$ cat config.mk
export PLATFORM = sky130hd
export DESIGN_NAME = physics_scheduler
export DESIGN_NICKNAME = d
export VERILOG_FILES = /design/src/rtl/physics_scheduler.sv
export SDC_FILE = /design/constraint.sdc
export NUM_CORES = 1
export LEC_CHECK = 0
export CAP_MARGIN = 10
export CORE_ASPECT_RATIO = 0.9
export CORE_UTILIZATION = 47
export CTS_CLUSTER_DIAMETER = 150
export DETAILED_ROUTE_END_ITERATION = 6
export PLACE_DENSITY_LB_ADDON = 0.08
export SETUP_SLACK_MARGIN = 0.2
export SLEW_MARGIN = 20
export SYNTH_ARGS = -nofsm -noshare
export SYNTH_HDL_FRONTEND = slang
export SYNTH_SLANG_ARGS = --single-unit
$ cat constraint.sdc
create_clock -name clk -period 1.7 [get_ports clk]
set_clock_uncertainty 0.05 [all_clocks]
set_input_delay 0.17 -clock clk [delete_from_list [all_inputs] [get_ports clk]]
set_output_delay 0.17 -clock clk [all_outputs]
set_load 0.01 [all_outputs]
$ cat src/rtl/physics_scheduler.sv
// Per-frame pair sequencer: walks every body pair (i<j) through one shared
// collision detect/resolve pipeline, then pulses a global commit to all OBB registers.
module physics_scheduler #(
    parameter int N_OBJ   = 4,
    parameter int IDX_W   = $clog2(N_OBJ),
    parameter int TIMEOUT = 64,
    parameter int CNT_W   = 8
) (
    input  logic             clk,
    input  logic             reset_n,
    input  logic             frame_tick,
    input  logic             enable,
    input  logic             res_valid,
    input  logic             is_collision,
    output logic [IDX_W-1:0] sel_a,
    output logic [IDX_W-1:0] sel_b,
    output logic             pair_start,
    output logic             impulse_we,
    output logic [N_OBJ-1:0] load_en,
    output logic             busy,
    output logic             frame_done,
    output logic [CNT_W-1:0] last_count,
    output logic             frame_overrun,
    output logic             timeout_err
);

    localparam int WAIT_W = $clog2(TIMEOUT + 1);
    localparam logic [IDX_W-1:0]  LAST_B    = IDX_W'(N_OBJ - 1);
    localparam logic [IDX_W-1:0]  LAST_A    = IDX_W'(N_OBJ - 2);
    localparam logic [WAIT_W-1:0] WAIT_LAST = WAIT_W'(TIMEOUT - 1);

    typedef enum logic [2:0] {
        S_IDLE,
        S_ISSUE,
        S_WAIT,
        S_APPLY,
        S_COMMIT
    } state_t;

    state_t            state, state_nx;
    logic              prev_tick;
    logic              tick_edge;
    logic [WAIT_W-1:0] wait_cnt, wait_cnt_nx;
    logic              coll_q, coll_nx;
    logic [CNT_W-1:0]  count, count_nx;
    logic [CNT_W-1:0]  last_count_nx;
    logic [IDX_W-1:0]  sel_a_nx, sel_b_nx;
    logic              timeout_nx;

    assign tick_edge = frame_tick & ~prev_tick;
    assign busy      = (state != S_IDLE);

    always_ff @(posedge clk or negedge reset_n) begin
        if (!reset_n) begin
            state         <= S_IDLE;
            prev_tick     <= 1'b0;
            wait_cnt      <= '0;
            coll_q        <= 1'b0;
            count         <= '0;
            last_count    <= '0;
            sel_a         <= '0;
            sel_b         <= '0;
            timeout_err   <= 1'b0;
            frame_overrun <= 1'b0;
        end else begin
            state         <= state_nx;
            prev_tick     <= frame_tick;
            wait_cnt      <= wait_cnt_nx;
            coll_q        <= coll_nx;
            count         <= count_nx;
            last_count    <= last_count_nx;
            sel_a         <= sel_a_nx;
            sel_b         <= sel_b_nx;
            timeout_err   <= timeout_nx;
            // Any tick edge outside IDLE (COMMIT included) is dropped and flagged.
            frame_overrun <= tick_edge && (state != S_IDLE);
        end
    end

    always_comb begin
        state_nx      = state;
        wait_cnt_nx   = wait_cnt;
        coll_nx       = coll_q;
        count_nx      = count;
        last_count_nx = last_count;
        sel_a_nx      = sel_a;
        sel_b_nx      = sel_b;
        timeout_nx    = timeout_err;
        pair_start    = 1'b0;
        impulse_we    = 1'b0;
        load_en       = '0;
        frame_done    = 1'b0;

        case (state)
            S_IDLE: begin
                if (tick_edge && enable) begin
                    state_nx = S_ISSUE;
                    sel_a_nx = '0;
                    sel_b_nx = IDX_W'(1);
                    count_nx = '0;
                end
            end
            S_ISSUE: begin
                pair_start  = 1'b1;
                wait_cnt_nx = '0;
                state_nx    = S_WAIT;
            end
            S_WAIT: begin
                wait_cnt_nx = wait_cnt + WAIT_W'(1);
                if (res_valid) begin
                    coll_nx  = is_collision;
                    state_nx = S_APPLY;
                end else if (wait_cnt == WAIT_LAST) begin
                    // Pipeline never answered: abandon the pair as a non-collision.
                    coll_nx    = 1'b0;
                    timeout_nx = 1'b1;
                    state_nx   = S_APPLY;
                end
            end
            S_APPLY: begin
                impulse_we = coll_q;
                if (coll_q && (count != '1)) begin
                    count_nx = count + CNT_W'(1);
                end
                if (sel_b < LAST_B) begin
                    sel_b_nx = sel_b + IDX_W'(1);
                    state_nx = S_ISSUE;
                end else if (sel_a < LAST_A) begin
                    sel_a_nx = sel_a + IDX_W'(1);
                    sel_b_nx = sel_a + IDX_W'(2);
                    state_nx = S_ISSUE;
                end else begin
                    state_nx = S_COMMIT;
                end
            end
            S_COMMIT: begin
                load_en       = '1;
                frame_done    = 1'b1;
                last_count_nx = count;
                state_nx      = S_IDLE;
            end
            default: state_nx = S_IDLE;
        endcase
    end

endmodule

# Yosys cells after proc, flatten, opt, wreduce, memory -nomap -nowiden
# Index checks and enable logic that the tools add are counted.
word_totals:
  ff_bits: 34
  out_inout_bits: 22
  elab_cells: 70
classes:
  addsub: 5
  order_cmp: 2
  eq_ne: 12
  muxes: 24
  bitwise_logic: 3
  reduce_logical: 14
ops:
  columns: ["op", "n"]
  rows:
  - ["8-bit 2-to-1 mux", 2]
  - ["8-bit one-hot mux with 2 select lines", 1]
  - ["3-bit 2-to-1 mux", 5]
  - ["7-bit one-hot mux with 2 select lines", 1]
  - ["2-bit 2-to-1 mux", 6]
  - ["3-bit one-hot mux with 4 select lines", 1]
  - ["3-bit AND reduction", 3]
  - ["8-bit by 1-bit adder with 8-bit output (second input constant)", 1]
  - ["2-bit != test (second input constant)", 4]
  - ["8-bit != test (second input constant)", 1]
  - ["2-bit one-hot mux with 2 select lines", 2]
  - ["7-bit by 1-bit adder with 7-bit output (second input constant)", 1]
  - ["7-bit by 6-bit equality test with 1-bit output (second input constant)", 1]
  - ["3-bit by 2-bit equality test with 1-bit output (second input constant)", 2]
  - ["3-bit != test (second input constant)", 2]
  - ["2-bit nonzero test", 3]
  - ["1-bit 2-to-1 mux", 5]
  - ["2-bit by 1-bit adder with 2-bit output (second input constant)", 2]
  - ["2-bit < comparator (second input constant)", 2]
  - ["4-bit 2-to-1 mux", 1]
  - ["2-bit AND reduction", 2]
  - ["4-bit AND reduction", 1]
  - ["3-bit by 1-bit equality test with 1-bit output (second input constant)", 1]
  - ["3-bit equality test (second input constant)", 1]
  - ["6 further kinds", 9]

# Logic depth before layout (Yosys ltp)
# Gate-level depths: netlist of run 1.
depth:
  word_depth: 5
  mapped_depth: 7
  mapped_depth_nobuf: 6

# Worst setup path after synthesis of run 1
# OpenSTA, ideal clock, no wires.
synth_timing:
  path_kind: "register to register"
  startpoint: "register state[0]"
  endpoint: "register wait_cnt[6]"
  setup_ps: 118
  arrival_time_ps: 1563
  t_required_ps: 1532
  slack_ps: -31
  path_stages_with_launch: 7
  n_path_buf: 2
  period_less_slack_ps: 1731
  cell_sequence: "dfrtp_1 > buf_6 > or3b_1 > buf_2 > or2_4 > a22o_1 > a21o_1"
synth_via:
  elab_chain_cells: 2
  elab_cells_between_ends: 4
synth_lines:
  columns: ["item", "line_no", "rtl"]
  rows:
  - ["start: declaration", "40", "state_t state, state_nx;"]
  - ["start signal: assignment", "66", "state <= state_nx;"]
  - ["3-bit by 2-bit equality test with 1-bit output / 3-bit by 1-bit equality test with 1-bit output (equally long branches)", "94", "case (state)"]
  - ["7-bit one-hot mux with 2 select lines / 2-bit nonzero test (equally long branches)", null, null]
  - ["end signal: assignment", "68", "wait_cnt <= wait_cnt_nx;"]
  - ["end: declaration", "43", "logic [WAIT_W-1:0] wait_cnt, wait_cnt_nx;"]
# Several ways; a longest one is shown, not always the timed one.
# A chain may end at the register's enable or synchronous reset.

# Worst setup path in the final report of run 1
# Ends and elaborated chain as after synthesis.

==> run_summary.xml, run 1 <==
<?xml version="1.0" encoding="UTF-8"?>
<metrics>
  <group name="run_status">
    <metric name="run_status" unit="">complete, no violations</metric>
  </group>
  <group name="grt">
    <metric name="grt_start_max_net_pins" unit="">35</metric>
    <metric name="grt_pass1_wl" unit="mm">6.96</metric>
    <metric name="grt_overflow" unit="">0</metric>
    <metric name="grt_use_met2" unit="">0.421</metric>
    <metric name="global_route.usage.total" unit="">0.250</metric>
    <metric name="grt.busiest_layer" unit="">met2</metric>
    <metric name="groute.layer.met1.usage" unit="">0.303</metric>
    <metric name="number_of_antenna_violations_at_the_first_check_in_global_routing" unit="">0</metric>
    <metric name="met3_usage" unit="">0.0846</metric>
    <metric name="grt_pass1_vias" unit="">1540</metric>
  </group>
  <group name="placement">
    <metric name="port_buffers" unit="">27</metric>
    <metric name="placement.setup.worst_slack" unit="ns">-0.0569</metric>
    <metric name="post-dp-hpwl" unit="mm">2.65</metric>
    <metric name="weighted_congestion_reported_at_the_end_of_routability_driven_placement" unit="">0.827</metric>
    <metric name="dpl_cell_area" unit="µm²">2060</metric>
  </group>
  <group name="synthesis">
    <metric name="synth_area_per_cell" unit="µm²">10.6</metric>
    <metric name="synth-async-reset-ratio" unit="">1.00</metric>
    <metric name="synthTopCellsByArea" unit="">sky130_fd_sc_hd__dfrtp_1, sky130_fd_sc_hd__mux2_2, sky130_fd_sc_hd__o21ai_0</metric>
    <metric name="netlist.top_cell.by_area" unit="">sky130_fd_sc_hd__dfrtp_1</metric>
    <metric name="synth.net_count" unit="">163</metric>
    <metric name="postSynthCellCount" unit="">154</metric>
    <metric name="ys_seq_elements" unit="">34</metric>
    <metric name="dominantRegCellSynth" unit="">sky130_fd_sc_hd__dfrtp_1</metric>
    <metric name="synth_area" unit="µm²">1640</metric>
    <metric name="yosysUniqueCellTypes" unit="">41</metric>
    <metric name="yosys_warns" unit="">0</metric>
    <metric name="synth-seq-area-share" unit="">0.520</metric>
    <metric name="synth-edff-count" unit="">0</metric>
    <metric name="synth_top_area_frac" unit="">0.520</metric>
  </group>
  <group name="pwr">
    <metric name="power_density" unit="nW/µm²">1460</metric>
    <metric name="power.leakage" unit="nW">1.17</metric>
    <metric name="post-layout-total-power" unit="mW">3.75</metric>
    <metric name="ir_worst_vdd" unit="V">0.000909</metric>
  </group>
  <group name="sta">
    <metric name="finalWorstPathRequiredPeriod" unit="ns">1.69</metric>
    <metric name="timing_worst_slew_pin_value" unit="ns">0.436</metric>
    <metric name="maxSlewViolCount" unit="">0</metric>
    <metric name="fmaxAchievable" unit="GHz">0.591</metric>
    <metric name="unrepaired_setup_endpoints_after_global_routing" unit="">true</metric>
    <metric name="setup-violations-final" unit="">0</metric>
    <metric name="final_hold_fails" unit="">0</metric>
    <metric name="final_cycle_utilization_of_the_critical_path" unit="">0.995</metric>
    <metric name="worst_case_headroom_to_the_max_slew_limit" unit="">0.709</metric>
    <metric name="fin_ws" unit="ns">0.00828</metric>
    <metric name="finalHoldWorstSlack" unit="ns">0.231</metric>
  </group>
  <group name="clock_network">
    <metric name="cts_hold_buffers" unit="">0</metric>
    <metric name="inserted_clock_buffers" unit="">5</metric>
    <metric name="clock_path_buffers" unit="">2</metric>
    <metric name="numClockSinks" unit="">34</metric>
    <metric name="tritoncts_clock_tree" unit="">built</metric>
    <metric name="cts.clk_slew.worst_paths" unit="ns">0.07</metric>
    <metric name="ctsRootBufferMaster" unit="">sky130_fd_sc_hd__clkbuf_8</metric>
    <metric name="insertion_delay" unit="ns">0.29</metric>
    <metric name="cts_max_level" unit="">2</metric>
  </group>
  <group name="critical_path">
    <metric name="cp_arrival" unit="ns">1.83</metric>
    <metric name="cp-start-kind" unit="">flip-flop</metric>
    <metric name="worst-path-max-fanout" unit="">5</metric>
    <metric name="path_class" unit="">reg2reg</metric>
    <metric name="timing.critical_path.max_delay_family" unit="">simple AND/OR/NAND/NOR gates</metric>
    <metric name="worstPathBufferInverterCount" unit="">1</metric>
    <metric name="worst_path_max_delay_cell" unit="">sky130_fd_sc_hd__dfrtp_2</metric>
    <metric name="timing.critical_path.slowest_cell_delay" unit="ns">0.45</metric>
    <metric name="data_required_time_at_the_worst_endpoint" unit="ns">1.83</metric>
    <metric name="critical_path.endpoint_type" unit="">flip-flop</metric>
    <metric name="cp_cell_sequence" unit="">buf_6 -&gt; or3b_4 -&gt; or2_4 -&gt; a22o_1 -&gt; a21o_1</metric>
  </group>
  <group name="floorplanning">
    <metric name="die_x" unit="µm">64.2</metric>
    <metric name="ios" unit="">28</metric>
    <metric name="die_area" unit="µm²">3720</metric>
    <metric name="initial_utilization" unit="">0.514</metric>
    <metric name="floorplan.core_area" unit="µm²">3190</metric>
    <metric name="die_h" unit="µm">58.0</metric>
    <metric name="rows" unit="">19</metric>
  </group>
  <group name="hold_path">
    <metric name="holdCritPathClass" unit="">in2async</metric>
  </group>
  <group name="finish">
    <metric name="finalInstanceArea" unit="µm²">2560</metric>
    <metric name="finish.utilization" unit="">0.804</metric>
    <metric name="final_net_count" unit="">231</metric>
    <metric name="synthToLayoutAreaGrowth" unit="%">56.6</metric>
    <metric name="antennaDiodeCount" unit="">0</metric>
    <metric name="layout-drive-gt1-share" unit="">0.452</metric>
  </group>
  <group name="job">
    <metric name="maxCapViolations" unit="">0</metric>
  </group>
  <group name="detailed_routing">
    <metric name="drt.antenna.violating_nets" unit="">0</metric>
    <metric name="vias_per_cell" unit="">5.67</metric>
    <metric name="postRouteWirelength" unit="mm">4.54</metric>
    <metric name="drt_first_iter_violations" unit="">106</metric>
    <metric name="dr_total_vias" unit="">1491</metric>
    <metric name="avgRoutedWirePerCell" unit="µm">17.3</metric>
    <metric name="detail_route.drc_violations" unit="">0</metric>
    <metric name="drt_pass1_iterations" unit="">4</metric>
  </group>
</metrics>
[logic make-up after synthesis]
group,Yosys count,synth area share
AO/OA/AOI/OAI,35,0.148
flip-flops,34,0.520
buffers and inverters,17,0.0573
adder cells (fa/ha/maj),3,0.0229
multiplexers,9,0.0612
AND/OR/NAND/NOR,56,0.191
[layout by cell type (no fill, tap or decap), types with 3 or more instances in the layout]
cell,count
sky130_fd_sc_hd__nor3b_1,3
sky130_fd_sc_hd__o21ai_1,9
sky130_fd_sc_hd__nor2_1,4
sky130_fd_sc_hd__o21ai_0,5
sky130_fd_sc_hd__a21o_1,3
sky130_fd_sc_hd__nand3_1,5
sky130_fd_sc_hd__mux2_2,3
sky130_fd_sc_hd__inv_1,6
sky130_fd_sc_hd__o211ai_1,3
sky130_fd_sc_hd__nor3_4,3
sky130_fd_sc_hd__clkdlybuf4s50_1,19
sky130_fd_sc_hd__nand2_1,9
sky130_fd_sc_hd__buf_4,31
sky130_fd_sc_hd__dfrtp_1,29
sky130_fd_sc_hd__mux2_4,5
sky130_fd_sc_hd__clkbuf_8,6
sky130_fd_sc_hd__buf_6,17
sky130_fd_sc_hd__nor3_1,3
sky130_fd_sc_hd__dfrtp_2,5
[registers in the layout (all words and copies together) (netlist names)]
| name | cells |
|---|---|
| timeout_err | 1 |
| last_count | 8 |
| wait_cnt | 7 |
| sel_b | 2 |
| sel_a | 2 |
| coll_q | 1 |
| frame_overrun | 1 |
| prev_tick | 1 |
| state | 3 |
| count | 8 |
[path summary, 6_finish.rpt]
path | from | end | slack [ns] | cells past startpoint
max in group asynchronous | reset_n | count[4] | 1.01 | 2
min in group clk | frame_tick | prev_tick | 0.32 | 1
worst min-delay path | reset_n | wait_cnt[5] | 0.23 | 2
worst max-delay path | state[0] | wait_cnt[6] | 0.008 | 5
worst min register to register | prev_tick | frame_overrun | 0.37 | 1
worst max register to register | state[0] | wait_cnt[6] | 0.008 | 5
[synth_stat cells, types with 3 or more instances]
| library cell | count |
|---|---|
| sky130_fd_sc_hd__inv_1 | 7 |
| sky130_fd_sc_hd__nand3_1 | 8 |
| sky130_fd_sc_hd__a21o_1 | 3 |
| sky130_fd_sc_hd__nor2_1 | 8 |
| sky130_fd_sc_hd__mux2_2 | 8 |
| sky130_fd_sc_hd__a31oi_1 | 3 |
| sky130_fd_sc_hd__buf_4 | 5 |
| sky130_fd_sc_hd__dfrtp_1 | 34 |
| sky130_fd_sc_hd__nand2_1 | 10 |
| sky130_fd_sc_hd__buf_2 | 3 |
| sky130_fd_sc_hd__ha_1 | 3 |
| sky130_fd_sc_hd__nor3b_1 | 4 |
| sky130_fd_sc_hd__o211ai_1 | 3 |
| sky130_fd_sc_hd__nor3_1 | 8 |
| sky130_fd_sc_hd__o21ai_0 | 15 |
[metrics by stage]
step / cells / TNS [ns]
5_1_grt: 263 / -0.0701
3_3_place_gp: 233 / -0.00585
6_report: 263 / 0
2_1_floorplan: 154 / -0.00971
4_1_cts: 256 / 0
3_5_place_dp: 233 / -0.259
[where the power goes]
group / switching (mW) / leakage (nW) / internal (mW) / total [mW]
Clock: 0.278 / 0.0431 / 0.312 / 0.590
Combinational: 0.831 / 0.686 / 1.01 / 1.84
Sequential: 0.260 / 0.440 / 1.06 / 1.32
[cell type report]
class / count / area (µm²)
multi-input cells: 103 / 890
flip-flops and latches: 34 / 857
repair buffers: 71 / 654
fillers: 190 / 623
clock buffers: 6 / 82.6
well taps: 42 / 52.6
inverters: 7 / 26.3
[routing by layer]
layer | share of wire | vias up
met5 | 0 | -
met4 | 0.030 | 0
met3 | 0.044 | 14
met2 | 0.48 | 39
met1 | 0.44 | 746
li1 | - | 692
[what timing repair did]
item | 4_1_cts | 5_1_grt
resized for setup | 64 | 35
endpoints found under the setup margin | 30 | 34
buffers inserted | 17 | 7
pin swaps | 11 | 13
Note: power is estimated with default switching activity, not from simulation.
==> inputs of run 2 (changes only) <==
SLEW_MARGIN = unset   (was 20)
==> results of run 2 <==
Final layout, timing and power as in run 1 (identical DEF).
==> inputs of run 3 (changes only) <==
CORE_ASPECT_RATIO = 1.1   (was 0.9)
CTS_CLUSTER_SIZE = 30   (was unset)
==> run 3 against run 2 <==
The run now ends with negative setup slack left. Combinational power grew 28%. Sequential share of layout area down 2.0 points. Die area is essentially flat. Design area up 6.2%. First-iteration DRC count down 46%. Sequential cell count is the same. Final cell count is 5.3% higher. Total power increased by 10%. Wire length up 11%. Fmax fell by 9.0%. Worst hold slack got worse by 0.067 ns.
==> run_summary.xml, run 3 (synthesis gave the netlist of run 1 again) <==
<?xml version="1.0" encoding="UTF-8"?>
<metrics>
  <group name="critical_path">
    <metric name="path_class" unit="">reg2reg</metric>
    <metric name="worst-path-max-fanout" unit="">3</metric>
    <metric name="critical_path.endpoint_type" unit="">flip-flop</metric>
    <metric name="cp_arrival" unit="ns">2.05</metric>
    <metric name="data_required_time_at_the_worst_endpoint" unit="ns">1.89</metric>
    <metric name="cp-start-kind" unit="">flip-flop</metric>
  </group>
  <group name="sta">
    <metric name="worst_case_headroom_to_the_max_slew_limit" unit="">0.710</metric>
    <metric name="fmaxAchievable" unit="GHz">0.538</metric>
    <metric name="maxSlewViolCount" unit="">0</metric>
    <metric name="unrepaired_setup_endpoints_after_global_routing" unit="">true</metric>
    <metric name="setup-violations-final" unit="">12</metric>
    <metric name="fin_ws" unit="ns">-0.158</metric>
    <metric name="finalWorstPathRequiredPeriod" unit="ns">1.86</metric>
    <metric name="timing_worst_slew_pin_value" unit="ns">0.436</metric>
    <metric name="final_hold_fails" unit="">0</metric>
    <metric name="final_cycle_utilization_of_the_critical_path" unit="">1.09</metric>
    <metric name="finalHoldWorstSlack" unit="ns">0.164</metric>
  </group>
  <group name="finish">
    <metric name="most_frequent_cells_in_the_layout" unit="">sky130_fd_sc_hd__buf_6, sky130_fd_sc_hd__dfrtp_1, sky130_fd_sc_hd__buf_4</metric>
    <metric name="antennaDiodeCount" unit="">0</metric>
    <metric name="layout.cells.non_filler" unit="">277</metric>
    <metric name="final_net_count" unit="">237</metric>
    <metric name="synthToLayoutAreaGrowth" unit="%">66.3</metric>
    <metric name="finish.utilization" unit="">0.817</metric>
    <metric name="layout.cells.most_common" unit="">sky130_fd_sc_hd__buf_6</metric>
    <metric name="layout-drive-gt1-share" unit="">0.511</metric>
    <metric name="layout_top_registers" unit="">count x8, last_count x8, wait_cnt x7</metric>
  </group>
  <group name="clock_network">
    <metric name="cts.clk_slew.worst_paths" unit="ns">0.11</metric>
    <metric name="tritoncts_clock_tree" unit="">built</metric>
    <metric name="clock_path_buffers" unit="">2</metric>
    <metric name="inserted_clock_buffers" unit="">5</metric>
    <metric name="numClockSinks" unit="">34</metric>
    <metric name="insertion_delay" unit="ns">0.34</metric>
    <metric name="cts_hold_buffers" unit="">0</metric>
    <metric name="cts_max_level" unit="">2</metric>
    <metric name="ctsRootBufferMaster" unit="">sky130_fd_sc_hd__clkbuf_4</metric>
  </group>
  <group name="detailed_routing">
    <metric name="vias_per_cell" unit="">5.68</metric>
    <metric name="drt.antenna.violating_nets" unit="">0</metric>
    <metric name="detail_route.drc_violations" unit="">0</metric>
    <metric name="dr_total_vias" unit="">1572</metric>
    <metric name="drt_first_iter_violations" unit="">57</metric>
    <metric name="avgRoutedWirePerCell" unit="µm">18.2</metric>
    <metric name="drt_pass1_iterations" unit="">4</metric>
    <metric name="postRouteWirelength" unit="mm">5.03</metric>
  </group>
  <group name="floorplanning">
    <metric name="initial_utilization" unit="">0.491</metric>
    <metric name="die_area" unit="µm²">3720</metric>
    <metric name="rows" unit="">22</metric>
    <metric name="floorplan.core_area" unit="µm²">3330</metric>
    <metric name="die_h" unit="µm">63.9</metric>
    <metric name="die_x" unit="µm">58.3</metric>
    <metric name="ios" unit="">28</metric>
  </group>
  <group name="hold_path">
    <metric name="holdCritPathClass" unit="">in2async</metric>
  </group>
  <group name="job">
    <metric name="maxCapViolations" unit="">0</metric>
  </group>
  <group name="grt">
    <metric name="number_of_antenna_violations_at_the_first_check_in_global_routing" unit="">0</metric>
    <metric name="grt_overflow" unit="">0</metric>
    <metric name="grt_pass1_vias" unit="">1506</metric>
    <metric name="grt_pass1_wl" unit="mm">7.10</metric>
    <metric name="grt_start_max_net_pins" unit="">35</metric>
    <metric name="global_route.usage.total" unit="">0.256</metric>
  </group>
  <group name="placement">
    <metric name="port_buffers" unit="">27</metric>
    <metric name="weighted_congestion_reported_at_the_end_of_routability_driven_placement" unit="">0.749</metric>
    <metric name="placement.setup.worst_slack" unit="ns">-0.0280</metric>
    <metric name="post-dp-hpwl" unit="mm">2.36</metric>
    <metric name="dp.cells" unit="">233</metric>
  </group>
  <group name="run_status">
    <metric name="violations" unit="">negative setup slack</metric>
    <metric name="run_status" unit="">finished with violations</metric>
  </group>
  <group name="pwr">
    <metric name="power.leakage" unit="nW">1.31</metric>
    <metric name="ir_worst_vdd" unit="V">0.00101</metric>
    <metric name="power_density" unit="nW/µm²">1510</metric>
  </group>
</metrics>
==> run 3: cell types whose count changed in the layout (fill, tap and decap cells not counted), moves of 4 or more <==
cell	previous run	this run
sky130_fd_sc_hd__o21ai_0	5	1
sky130_fd_sc_hd__dlymetal6s2s_1	0	6
sky130_fd_sc_hd__o21ai_2	1	5
sky130_fd_sc_hd__clkbuf_4	0	5
sky130_fd_sc_hd__buf_6	17	33
sky130_fd_sc_hd__clkbuf_8	6	1
sky130_fd_sc_hd__clkdlybuf4s50_1	19	13
sky130_fd_sc_hd__buf_4	31	22
==> run 3: final cells by class <==
class | count | area [µm²]
Clock buffer | 6 | 51.3
Clock inverter | 2 | 12.5
Fill cell | 175 | 609
Inverter | 7 | 26.3
Multi-Input combinational cell | 103 | 940
Sequential cell | 34 | 855
Tap cell | 48 | 60.1
Timing Repair Buffer | 77 | 777
==> run 3: final timing paths <==
path	from	endpoint	slack (ns)	depth (start not counted)
max in group asynchronous	reset_n	state[0]	1.09	2
hold / removal	reset_n	last_count[3]	0.16	2
setup reg to reg	state[0]	wait_cnt[6]	-0.16	6
min in group clk	frame_tick	prev_tick	0.26	1
setup / recovery	state[0]	wait_cnt[6]	-0.16	6
hold reg to reg	prev_tick	frame_overrun	0.37	1
==> run 3: stage by stage <==
stage	area, µm²	total power [mW]	setup TNS (ns)
3_5_place_dp	2020	2.55	-0.101
5_1_grt	2720	4.33	-1.14
3_3_place_gp	2020	2.50	-0.157
4_1_cts	2520	3.64	-0.119
2_1_floorplan	1680	2.01	-0.00971
6_report	2720	4.12	-0.729
==> run 3: per-layer routing <==
layer / part of all wire / vias to the layer above / track usage
met2: 0.52 / 61 / 0.422
met5: 0 / - / 0
met4: 0.040 / 0 / 0.119
met1: 0.39 / 781 / 0.324
li1: - / 709 / -
met3: 0.046 / 21 / 0.0466
==> run 3: what timing repair did <==
action                                  CTS  global route
endpoints found under the setup margin   26            43
gates resized for setup                  98            45
pin swaps                                21            13
setup buffers                            31             5
==> run 3: worst max-delay path, cell delays in order, from the launching register on <==
cell                      delay (ns)
sky130_fd_sc_hd__dfrtp_2        0.44
sky130_fd_sc_hd__buf_6          0.12
sky130_fd_sc_hd__buf_6          0.11
sky130_fd_sc_hd__or3b_4         0.37
sky130_fd_sc_hd__or2_4          0.26
sky130_fd_sc_hd__a22o_1         0.25
sky130_fd_sc_hd__a21o_1         0.17
==> run 3: power by group <==
part           switching, mW  leakage (nW)  internal (mW)
Clock                  0.291        0.0343          0.199
Sequential             0.217         0.443           1.05
Combinational           1.07         0.833           1.29
Total                   1.58          1.31           2.54
